`config.mk`:
```
export PLATFORM = sky130hd
export DESIGN_NAME = nibble_serializer
export DESIGN_NICKNAME = d
export VERILOG_FILES = /design/src/rtl/nibble_pkg.sv /design/src/rtl/nibble_shreg.sv /design/src/rtl/nibble_serializer.sv
export SDC_FILE = /design/constraint.sdc
export NUM_CORES = 1
export LEC_CHECK = 0
export CAP_MARGIN = 0
export CORE_AREA = 2 2 49 51
export CTS_CLUSTER_DIAMETER = 40
export DETAILED_ROUTE_END_ITERATION = 8
export DIE_AREA = 0 0 51 53
export PLACE_DENSITY = 0.74
export REMOVE_ABC_BUFFERS = 1
export SYNTH_ARGS = -nofsm -noshare
export SYNTH_HDL_FRONTEND = slang
export SYNTH_HIERARCHICAL = 1
export SYNTH_SLANG_ARGS = --single-unit
```
`constraint.sdc`:
```
create_clock -name clk -period 4 [get_ports clk]
set_input_delay 0.4 -clock clk [delete_from_list [all_inputs] [get_ports clk]]
set_output_delay 0.4 -clock clk [all_outputs]
set_load 0.005 [all_outputs]
```
`src/rtl/nibble_pkg.sv`:
```
// nibble_pkg
//   Shared types and defaults for the nibble serializer datapath.
//   NIBBLE_W_DEF / NIBBLES_DEF : default nibble width and nibbles per word.
//   ser_state_t                : serializer control state (IDLE, SHIFT).
//   nibble_t                   : one default-width nibble.
package nibble_pkg;

    localparam int NIBBLE_W_DEF = 4;
    localparam int NIBBLES_DEF  = 4;

    typedef enum logic {
        IDLE,
        SHIFT
    } ser_state_t;

    typedef logic [3:0] nibble_t;

endpackage

```
`src/rtl/nibble_shreg.sv`:
```
// nibble_shreg
//   Loadable right-shift register that presents its lowest nibble.
//   clk    : clock, posedge
//   rst_n  : asynchronous active-low reset, clears the register
//   load   : capture din (takes priority over shift)
//   shift  : shift right by one nibble, zero-filling from the top
//   din    : word to load
//   nib    : lowest nibble of the held word
module nibble_shreg
    import nibble_pkg::*;
#(
    parameter int NIBBLE_W = NIBBLE_W_DEF,
    parameter int NIBBLES  = NIBBLES_DEF
) (
    input  logic                         clk,
    input  logic                         rst_n,
    input  logic                         load,
    input  logic                         shift,
    input  logic [NIBBLE_W*NIBBLES-1:0]  din,
    output logic [NIBBLE_W-1:0]          nib
);

    localparam int WORD_W = NIBBLE_W * NIBBLES;

    logic [WORD_W-1:0] sh;

    always_ff @(posedge clk or negedge rst_n) begin
        if (!rst_n) begin
            sh <= '0;
        end else if (load) begin
            sh <= din;
        end else if (shift) begin
            sh <= sh >> NIBBLE_W;
        end
    end

    assign nib = sh[NIBBLE_W-1:0];

endmodule

```
`src/rtl/nibble_serializer.sv`:
```
// nibble_serializer
//   Accepts one word on a valid/ready input and emits it as NIBBLES nibbles,
//   least-significant first, on a valid/ready output.
//   clk       : clock, posedge
//   rst_n     : asynchronous active-low reset
//   in_data   : word to transmit
//   in_valid  : in_data valid
//   in_ready  : a word can be accepted this cycle (combinational from out_ready)
//   out_nib   : current nibble
//   out_valid : out_nib valid
//   out_ready : downstream accepts out_nib this cycle
//   out_last  : out_nib is the final nibble of its word
module nibble_serializer
    import nibble_pkg::*;
#(
    parameter int NIBBLE_W = NIBBLE_W_DEF,
    parameter int NIBBLES  = NIBBLES_DEF
) (
    input  logic                         clk,
    input  logic                         rst_n,
    input  logic [NIBBLE_W*NIBBLES-1:0]  in_data,
    input  logic                         in_valid,
    output logic                         in_ready,
    output logic [NIBBLE_W-1:0]          out_nib,
    output logic                         out_valid,
    input  logic                         out_ready,
    output logic                         out_last
);

    localparam int               CNT_W    = $clog2(NIBBLES);
    localparam logic [CNT_W-1:0] CNT_LAST = CNT_W'(NIBBLES - 1);

    ser_state_t       state;
    logic [CNT_W-1:0] cnt;
    logic             is_last;
    logic             out_fire;
    logic             in_fire;

    assign is_last  = (cnt == CNT_LAST);
    assign out_last = out_valid & is_last;
    assign out_fire = out_valid & out_ready;

    // Ready also opens while the last nibble leaves, so a new word can load
    // on the same edge with no bubble. Gated by rst_n so nothing is offered
    // while reset is held.
    assign in_ready = rst_n & ((state == IDLE) | (out_fire & is_last));
    assign in_fire  = in_valid & in_ready;

    always_ff @(posedge clk or negedge rst_n) begin
        if (!rst_n) begin
            state     <= IDLE;
            cnt       <= '0;
            out_valid <= 1'b0;
        end else if (in_fire) begin
            // Covers both a load from IDLE and a load overlapping the last
            // nibble's departure.
            state     <= SHIFT;
            cnt       <= '0;
            out_valid <= 1'b1;
        end else if (out_fire) begin
            if (is_last) begin
                state     <= IDLE;
                out_valid <= 1'b0;
            end else begin
                cnt <= cnt + 1'b1;
            end
        end
    end

    nibble_shreg #(
        .NIBBLE_W (NIBBLE_W),
        .NIBBLES  (NIBBLES)
    ) u_shreg (
        .clk   (clk),
        .rst_n (rst_n),
        .load  (in_fire),
        .shift (out_fire & ~is_last),
        .din   (in_data),
        .nib   (out_nib)
    );

endmodule

```
**After elaboration in Yosys (flattened, before gate mapping)**

Cells that the tools add are included.

- Word-level logic and storage cells: 28
- Input port bits: 20
- Output and inout bits: 7
- Register bits: 19

- Multiplexer cells: 8
- Bitwise operators: 9
- Equal/unequal tests: 2
- Reductions and logical operators: 5
- Add/sub/neg operators: 1

Operator list:

| cell | number |
|---|---|
| 16-bit 2-to-1 mux | 2 |
| 1-bit bitwise AND | 6 |
| 2-bit 2-to-1 mux | 3 |
| 2-bit nonzero test | 3 |
| 2-bit AND reduction | 2 |
| 1-bit 2-to-1 mux | 3 |
| 2-bit by 1-bit adder with 2-bit output (second input constant) | 1 |
| 2-bit equality test (second input constant) | 1 |
| 2-bit by 1-bit inequality test with 1-bit output (second input constant) | 1 |
| 1-bit inverter | 2 |
| 1-bit OR | 1 |

**Longest topological paths before layout**

Gate-level depths: netlist of run 1.

- Word-level depth: 7
- Mapped depth: 8
- Gate-level depth less buffers: 6

**Modules after synthesis**

The synthesis of run 1 kept the hierarchy.

By module, submodules not included:

| module | area each (µm²) | times used | cells an instance | seq. area each (µm²) |
|---|---|---|---|---|
| nibble_shreg | 773.2 | 1 | 73 | 400.4 |
| nibble_serializer | 167.7 | 1 | 16 | 75.1 |

**Worst setup path after synthesis of run 1**

No wires, ideal clock.

- Kind: reg-to-reg
- Start point: register cnt[0]
- End point: register u_shreg.sh[6]
- Arrival time: 1369 ps
- Cell stages (with the launch flop): 8
- Buffers on the path: 2
- Clock period less this slack: 1490 ps
- Setup slack: 2510 ps
- Setup time: 121 ps
- Data required time: 3879 ps
- Cell sequence: dfrtp_1 -> ha_1 -> nand3b_1 -> inv_1 -> buf_6 -> buf_12 -> mux2i_1 -> o21ai_1

- Longest elaborated chain between the ends: 6
- Elaborated cells between the ends (all ways): 9
- Those cells by class: eq/ne (1); mux (1); bitwise (6); reduce/logical (1)

RTL lines:

| element | RTL line | RTL |
|---|---|---|
| from (decl) | nibble_serializer.sv:34 | `logic [CNT_W-1:0] cnt;` |
| from (signal assigned) | nibble_serializer.sv:65 | `cnt <= cnt + 1'b1;` |
| 2-bit equality test (*) | nibble_serializer.sv:39 | `assign is_last = (cnt == CNT_LAST);` |
| 1-bit bitwise AND | nibble_serializer.sv:46 | `assign in_ready = rst_n & ((state == IDLE) \| (out_fire & is_last));` |
| 1-bit OR | nibble_serializer.sv:46 |  |
| 1-bit bitwise AND | nibble_serializer.sv:46 |  |
| 1-bit bitwise AND | nibble_serializer.sv:47 | `assign in_fire = in_valid & in_ready;` |
| 16-bit 2-to-1 mux / 2-bit nonzero test (equally long branches) | n/a |  |
| to (signal assigned) | nibble_shreg.sv:31 | `sh <= din;` |
| to (signal assigned) | nibble_shreg.sv:33 | `sh <= sh >> NIBBLE_W;` |
| to (decl) | nibble_shreg.sv:25 | `logic [WORD_W-1:0] sh;` |

Every way passes the cells marked *; elsewhere a longest branch is shown, timed or not.
A chain may end at the register's enable or synchronous reset.

**Worst setup path in the final report of run 1**

- Start point: input rst_n
- End point: output in_ready

- Longest elaborated chain between the ends: 1

RTL lines:

| element | RTL line | RTL |
|---|---|---|
| from (decl) | nibble_serializer.sv:20 | `input logic rst_n,` |
| 1-bit bitwise AND | nibble_serializer.sv:46 |  |
| to (decl) | nibble_serializer.sv:23 | `output logic in_ready,` |

No other way between the ends.

==> results of run 1 <==
-- kinds of logic (layout without fill, tap and decap cells) --
group / count (synthesis) / count (layout) / synth area share (%)
AOI/OAI and AO/OA: 17 / 17 / 9.57
buffers and inverters: 11 / 33 / 10.1
and+or+nand+nor: 27 / 27 / 13.7
adders and majority gates: 1 / 1 / 1.33
DFF: 19 / 19 / 50.5
xor gates and xnor gates: 1 / 1 / 0.931
muxes: 13 / 13 / 13.8
-- flip-flops by register name (all words and copies together), names as in the netlist --
register    flops
state           1
cnt             2
u_shreg/sh     16
-- cell usage in the layout, fill, tap and decap left out, types with 2 or more instances in the layout --
master | netlist | routed
nor2_1 | 2 | 2
nand2_1 | 17 | 17
o21ai_1 | 6 | 6
clkdlybuf4s50_1 | 0 | 26
clkbuf_4 | 0 | 3
mux2i_1 | 13 | 13
o21ai_0 | 10 | 10
nand2b_1 | 4 | 4
and2_2 | 2 | 2
dfrtp_1 | 19 | 19
-- per-stage QoR --
step           hold WS (ns)  util [%]
6_report              0.446      55.0
3_5_place_dp          0.524      53.8
5_1_grt               0.463      55.0
3_3_place_gp          0.510      53.8
2_1_floorplan         0.104         -
4_1_cts               0.455      55.0
-- layer usage --
| metal | vias up | wire [um] | GRT usage, % |
|---|---|---|---|
| met4 | 0 | 17 | 6.76 |
| li1 | 334 | - | - |
| met5 | - | 0 | 0 |
| met3 | 2 | 70 | 1.69 |
| met2 | 16 | 745 | 21.0 |
| met1 | 282 | 750 | 17.5 |
-- worst max path at each step --
stage,startpoint,to,slack (ns),cells past startpoint
after floorplan,cnt[0]$_DFFE_PN0P_,u_shreg/sh[0]$_DFFE_PN0P_,2.34,5
after global placement,rst_n,in_ready,1.79,4
after detailed placement,rst_n,in_ready,1.76,4
after CTS,rst_n,in_ready,1.76,4
after global routing,rst_n,in_ready,1.72,4
final,rst_n,in_ready,1.80,4
-- worst register-to-register path, stage by stage, from the launching register on --
cell      delay, ns
dfrtp_1        0.41
ha_1           0.22
nand3b_1       0.23
inv_1          0.55
mux2i_1        0.27
o21ai_0        0.09
-- cell type report --
cell class / count / area (um2)
Tap cell: 28 / 35.0
Timing Repair Buffer: 27 / 268
Sequential cell: 19 / 475
Fill cell: 202 / 966
Multi-Input combinational cell: 59 / 370
Clock buffer: 4 / 26.3
Inverter: 2 / 7.51
-- power by group --
| group | internal (mW) | total, mW | leakage, nW | switching (mW) |
|---|---|---|---|---|
| Clock | 0.0387 | 0.0939 | 0.0150 | 0.0552 |
| Sequential | 0.275 | 0.320 | 0.243 | 0.0460 |
| Combinational | 0.154 | 0.272 | 0.253 | 0.117 |
| Total | 0.468 | 0.686 | 0.511 | 0.218 |
==> flow_summary.toml, run 1 <==
[status]
outcome = "finished, final reports clean"

[worst_setup_path]
cp_top_family = "buffers and inverters"
required_ns = 3.60
cp.arrival_ns = 1.80
cp-end-kind = "primary output"
r2r-end = "u_shreg/sh[3]$_DFFE_PN0P_"
cp-start-kind = "primary input"
cp.buffers_inverters = 3
cp_common_cell = "clkdlybuf4s50_1"
path_cells = "clkdlybuf4s50_1 > buf_4 > and2_2 > clkdlybuf4s50_1"
path_max_fanout = 21
r2r-start = "cnt[0]$_DFFE_PN0P_"
rrSetupSlack_ns = 2.11
path_class = "in -> out"
slowest_stage = "clkdlybuf4s50_1"
r2r_cells = 5
slowest_delay_ns = 0.49

[timing]
drv_slew = 0
maxSlewHeadroom_pct = 54.5
fin_worst_skew_ns = 0.00554
fin_setup_tns_ns = 0
hold_violations = 0
layout_worst_path_cycle_share_pct = 55.1
rsz0062_at_grt = "false"
fmax_mhz = 454
finalCriticalPeriod_ns = 2.20
postLayoutSetupSlackWorst_ns = 1.80
setup_viol = 0
worst_slew_pin_slew_ns = 0.682

[cells_and_area]
n_antenna_cell = 0
fin_nets = 133
drive_gt1_share_pct = 8.11
area_growth_pct = 25.7
final_area_um2 = 1180
final_cells = 139

[flow_run]
cap_violations = 0

[grt]
grt_first_pass_wirelength_um = 2660
grt_pass1_vias = 619
grt.total_usage_pct = 13.1
grt-ovfl-total = 0
grt_max_degree = 35
grt_antenna_before_repair = 0

[yosys]
synth_ff_type = "dfrtp_1"
synth.area.top_cells = "dfrtp_1 (51%), mux2i_1 (14%), nand2_1 (6.8%)"
yosys_warnings = 6
netlist.area_leader.share_pct = 50.5
syn_avg_cell_area_um2 = 10.6
synth_top_area_cell = "dfrtp_1"
synth_edf_count = 0
ys_types = 18
ys_ff_latch = 19
seq_area_frac_synth_pct = 50.5
yosys.cell_count.top_type = "dfrtp_1"
async_flop_share_pct = 100
netlist_area_um2 = 941
postSynthCellCount = 89
yosys-top-cells-count = "dfrtp_1 (19), nand2_1 (17), mux2i_1 (13)"

[routing]
viasPerCell = 4.56
ant_nets = 0
route.detailed.drc = 0
drt_iter0_drc = 2
firstDrtPassIters = 3
wl_per_cell_um = 11.4
wl_um = 1580
vias = 634

[floorplanning]
ios = 27
start_util_pct = 43.8
die_y_um = 53
fp.dieArea_um2 = 2700
core_area_um2 = 2150
die_w_um = 51
rows = 17

[place]
numPlacedInstances = 135
hpwl_um = 1090
port_buffers = 26
routabilityCongestion = 0.690
place_area_um2 = 1160
pre_cts_ws_ns = 1.76

[cts]
post_cts_buffers = 0
hold_buffers = 0
cts_resized = 0
cts_root_buffer = "clkbuf_4"
worstSkewPairLatency_ns = 0.29
cts_max_path_buffers = 2
clock_sinks = 19
cts_max_level = 1
numCtsBuffers = 3
clkTransAtPathRegs_ns = 0.10
cts_tree = "done"

[power_and_ir_drop]
power.density_nw_per_um2 = 580
peakVddDrop_mv = 0.256
fin_total_pwr_mw = 0.686
p_leak_nw = 0.511

[worst_hold_path]
holdCritPathClass = "in -> async"
No activity file was read; power rests on OpenSTA's default activity.
==> run 2, diff against run 1 <==
==> constraint.sdc (replaced) <==
create_clock -name clk -period 2.1 [get_ports clk]
set_input_delay 0.21 -clock clk [delete_from_list [all_inputs] [get_ports clk]]
set_output_delay 0.21 -clock clk [all_outputs]
set_load 0.005 [all_outputs]
==> run 2 against run 1 <==
Effect of this change: sequential share of layout area decreased by 0.91 points; sequential power up 90%; cell count grew 1.4%; clock skew hardly changed; critical path depth unchanged; worst hold slack lost 0.18 ns; register-to-register slack got worse by 1.8 ns; count of clock-buffer cells in the layout unchanged; core utilization up 1.3 points; non-clock buffer count grew 2; largest power group unchanged.
==> flow_summary.toml, run 2 (synthesis results as in run 1) <==
[cells_and_area]
fillers = 191
top_register = "u_shreg/sh"
fin_nets = 135
drive_gt1_share_pct = 9.73
final_cell_mix = "clkdlybuf4s50_1 (26), dfrtp_1 (19), nand2_1 (17)"
final_cells = 141
largest_register_ffs = 16
final_util_pct = 56.3
final_common_cell = "clkdlybuf4s50_1"
area_growth_pct = 28.6
n_antenna_cell = 0
reg_top3 = "u_shreg/sh x16, cnt x2, state x1"

[power_and_ir_drop]
p_leak_nw = 0.525
peakVddDrop_mv = 0.458
power.density_nw_per_um2 = 1100

[timing]
finalCriticalPeriod_ns = 1.98
layout_worst_path_cycle_share_pct = 94.4
hold_violations = 0
drv_slew = 0
worst_slew_pin_slew_ns = 0.457
fin_worst_skew_ns = 0.00514
setup_viol = 0
postLayoutSetupSlackWorst_ns = 0.117
maxSlewHeadroom_pct = 69.5
fin_setup_tns_ns = 0
whs_ns = 0.270
rsz0062_at_grt = "false"
fmax_mhz = 504

[cts]
cts_root_buffer = "clkbuf_4"
cts_resized = 0
cts_tree = "done"
clock_sinks = 19
numCtsBuffers = 3
hold_buffers = 0
cts_max_path_buffers = 2
worstSkewPairLatency_ns = 0.28
post_cts_buffers = 0
clkTransAtPathRegs_ns = 0.09
cts_max_level = 1

[flow_run]
cap_violations = 0

[routing]
wl_um = 1630
drt_iter0_drc = 10
route.detailed.drc = 0
ant_nets = 0
firstDrtPassIters = 4
vias = 671
viasPerCell = 4.76
wl_per_cell_um = 11.6

[worst_setup_path]
crit_start = "cnt[0]$_DFFE_PN0P_"
cp.buffers_inverters = 1
cp.arrival_ns = 1.77
path_class = "reg -> out"
cp-end-kind = "primary output"
path_cells = "ha_1 > a21bo_2 > and2_2 > clkdlybuf4s50_1"
cp_top_family = "buffers and inverters"
slowest_stage = "clkdlybuf4s50_1"
path_max_fanout = 3
required_ns = 1.89
cp-start-kind = "register"
slowest_delay_ns = 0.43
r2r-start = "cnt[0]$_DFFE_PN0P_"

[place]
routabilityCongestion = 0.694
port_buffers = 26
hpwl_um = 1260
pre_cts_ws_ns = 0.329
numPlacedInstances = 137

[floorplanning]
fp.dieArea_um2 = 2700
die_w_um = 51
ios = 27
die_y_um = 53
start_util_pct = 43.8
core_area_um2 = 2150
rows = 17

[grt]
grt-ovfl-total = 0
grt_max_degree = 35
grt_pass1_vias = 672
grt_first_pass_wirelength_um = 2880
grt.total_usage_pct = 14.4
grt_antenna_before_repair = 0

[status]
outcome = "finished, final reports clean"

[worst_hold_path]
holdCritPathClass = "in -> async"
-- run 2: changes by cell type in the layout (fill, tap and decap cells not counted), sizes merged --
| cell | change |
|---|---|
| buf | +2 |
-- run 2: stage by stage --
step                      total power [mW]  cell area (um2)
after floorplan                      0.917              853
after global placement                1.15             1180
after detailed placement              1.18             1180
after CTS                             1.36             1210
after global routing                  1.45             1210
final                                 1.34             1210
-- run 2: path summary, 6_finish.rpt --
check	slack, ns	to	cells past startpoint
setup / recovery	0.12	in_ready	4
hold / removal	0.27	state$_DFFE_PN0P_	2
setup reg to reg	0.35	u_shreg/sh[1]$_DFFE_PN0P_	6
hold reg to reg	0.55	cnt[1]$_DFFE_PN0P_	2
max in group asynchronous	1.66	cnt[0]$_DFFE_PN0P_	2
min in group clk	0.47	u_shreg/sh[10]$_DFFE_PN0P_	3
-- run 2: layer usage --
metal	vias up	wire, um	track usage (%)
li1	339	-	-
met1	314	731	16.8
met2	18	811	26.0
met3	0	87	1.98
met4	0	0	6.76
met5	-	0	0
-- run 2: cell type report --
class | instances | area (um2) | share of cell area (%)
clock buffers | 4 | 26.3 | 2.17
inverters | 2 | 7.51 | 0.620
multi-input cells | 59 | 370 | 30.6
flip-flops and latches | 19 | 475 | 39.3
well taps | 28 | 35.0 | 2.90
repair buffers | 29 | 295 | 24.4
-- run 2: where the power goes --
group | internal, mW | total (mW) | switching, mW
combinational | 0.319 | 0.556 | 0.237
clock | 0.0736 | 0.172 | 0.0982
sequential | 0.523 | 0.609 | 0.0857
==> run 3, diff against run 2 <==
--- a/config.mk
+++ b/config.mk
@@ -5,13 +5,15 @@
 export SDC_FILE = /design/constraint.sdc
 export NUM_CORES = 1
 export LEC_CHECK = 0
+export ABC_AREA = 0
 export CAP_MARGIN = 0
-export CORE_AREA = 2 2 49 51
+export CORE_AREA = 3 3 50 52
 export CTS_CLUSTER_DIAMETER = 40
 export DETAILED_ROUTE_END_ITERATION = 8
-export DIE_AREA = 0 0 51 53
+export DIE_AREA = 0 0 53 55
 export PLACE_DENSITY = 0.74
 export REMOVE_ABC_BUFFERS = 1
+export SLEW_MARGIN = 25
 export SYNTH_ARGS = -nofsm -noshare
 export SYNTH_HDL_FRONTEND = slang
 export SYNTH_HIERARCHICAL = 1
==> run 3 against run 2 <==
Effect of this change: register-to-register slack better by 0.03 ns; cell count up 0.71%; core utilization down 0.17 points; final area down 0.31%; total power down 0.42%; sequential share of layout area up 0.12 points; fmax down 0.44%.
==> flow_summary.toml, run 3 (synthesis results as in run 1) <==
[power_and_ir_drop]
fin_total_pwr_mw = 1.33
p_leak_nw = 0.529
power.density_nw_per_um2 = 1100
peakVddDrop_mv = 0.718

[timing]
fmax_mhz = 502
worst_slew_pin_slew_ns = 0.457
layout_worst_path_cycle_share_pct = 94.8
finalCriticalPeriod_ns = 1.99
drv_slew = 0
fin_worst_skew_ns = 0.00843
fin_setup_tns_ns = 0
maxSlewHeadroom_pct = 69.5
rsz0062_at_grt = "false"
setup_viol = 0
hold_violations = 0

[grt]
grt.total_usage_pct = 12.7
grt_antenna_before_repair = 0
grt-ovfl-total = 0
grt_first_pass_wirelength_um = 2660
grt_pass1_vias = 621
grt_max_degree = 35

[place]
hpwl_um = 1250
port_buffers = 26
routabilityCongestion = 0.643

[floorplanning]
die_y_um = 55
core_area_um2 = 2150
start_util_pct = 43.8
ios = 27
die_w_um = 53
fp.dieArea_um2 = 2920
rows = 17

[cells_and_area]
reg_top3 = "u_shreg/sh x16, cnt x2, state x1"
fillers = 200
seqCellArea_um2 = 475
fin_nets = 136
drive_gt1_share_pct = 11.4
multiInputGateArea_um2 = 370
area_growth_pct = 28.2
final_common_cell = "clkdlybuf4s50_1"
final_cell_mix = "clkdlybuf4s50_1 (26), dfrtp_1 (19), nand2_1 (17)"
largest_register_ffs = 16
top_register = "u_shreg/sh"
n_antenna_cell = 0

[cts]
cts_tree = "done"
cts_resized = 0
clkTransAtPathRegs_ns = 0.10
cts_max_path_buffers = 2
post_cts_buffers = 0
numCtsBuffers = 3
cts_root_buffer = "clkbuf_4"
worstSkewPairLatency_ns = 0.29
cts_max_level = 1
clock_sinks = 19
hold_buffers = 0

[routing]
wl_per_cell_um = 11.8
drt_iter0_drc = 3
ant_nets = 0
route.detailed.drc = 0
viasPerCell = 4.76
wl_um = 1670
vias = 676
firstDrtPassIters = 2

[worst_setup_path]
r2r-start = "cnt[0]$_DFFE_PN0P_"
path_max_fanout = 3
cp.arrival_ns = 1.78
cp-start-kind = "register"
cp-end-kind = "primary output"
rrSetupSlack_ns = 0.38
crit_start = "cnt[0]$_DFFE_PN0P_"
r2r_cells = 6
crit_path_end = "in_ready"
r2r-end = "u_shreg/sh[8]$_DFFE_PN0P_"
path_class = "reg -> out"
required_ns = 1.89

[flow_run]
cap_violations = 0

[worst_hold_path]
holdCritPathClass = "in -> async"

[status]
outcome = "finished, final reports clean"
==> run 3: per-layer routing <==
metal | vias up | share of wire (%) | global-route usage, %
li1 | 343 | - | -
met5 | - | 0 | 0
met3 | 2 | 3.9 | 3.22
met2 | 14 | 48 | 20.0
met1 | 317 | 46 | 16.2
met4 | 0 | 1.1 | 6.38
==> run 3: report_power, final <==
part | switching [mW] | internal [mW]
Combinational | 0.232 | 0.310
Sequential | 0.0831 | 0.522
Clock | 0.112 | 0.0708
==> run 3: stage by stage <==
stage          util, %  cell area (um2)  setup WS, ns  hold slack [ns]  cells
2_1_floorplan        -              853         0.443          -0.0856     80
3_3_place_gp      54.9             1180         0.387            0.516    138
3_5_place_dp      54.9             1180         0.387            0.540    138
4_1_cts           56.1             1210        0.0777            0.248    142
5_1_grt           56.1             1210        0.0195            0.247    142
6_report          56.1             1210         0.109            0.258    142
==> run 3: how the worst min path moves through the flow <==
| stage | startpoint | endpoint | slack (ns) |
|---|---|---|---|
| finish | rst_n | u_shreg/sh[5]$_DFFE_PN0P_ | 0.26 |
| global route | rst_n | cnt[0]$_DFFE_PN0P_ | 0.25 |
| CTS | rst_n | cnt[0]$_DFFE_PN0P_ | 0.25 |
| detailed placement | cnt[1]$_DFFE_PN0P_ | cnt[1]$_DFFE_PN0P_ | 0.54 |
| global placement | cnt[1]$_DFFE_PN0P_ | cnt[1]$_DFFE_PN0P_ | 0.52 |
| floorplan | rst_n | cnt[0]$_DFFE_PN0P_ | -0.09 |
==> run 3: layout make-up <==
class / instances / share of cell area, %
multi-input cells: 59 / 30.7
well taps: 28 / 2.90
clock inverters: 1 / 0.415
inverters: 2 / 0.622
flip-flops and latches: 19 / 39.4
repair buffers: 30 / 24.1
clock buffers: 3 / 1.87
==> run 3: critical path, cell delays in order (launching register included) <==
cell	delay [ns]
dfrtp_1	0.41
ha_1	0.22
a21bo_2	0.24
and2_2	0.19
clkdlybuf4s50_1	0.44
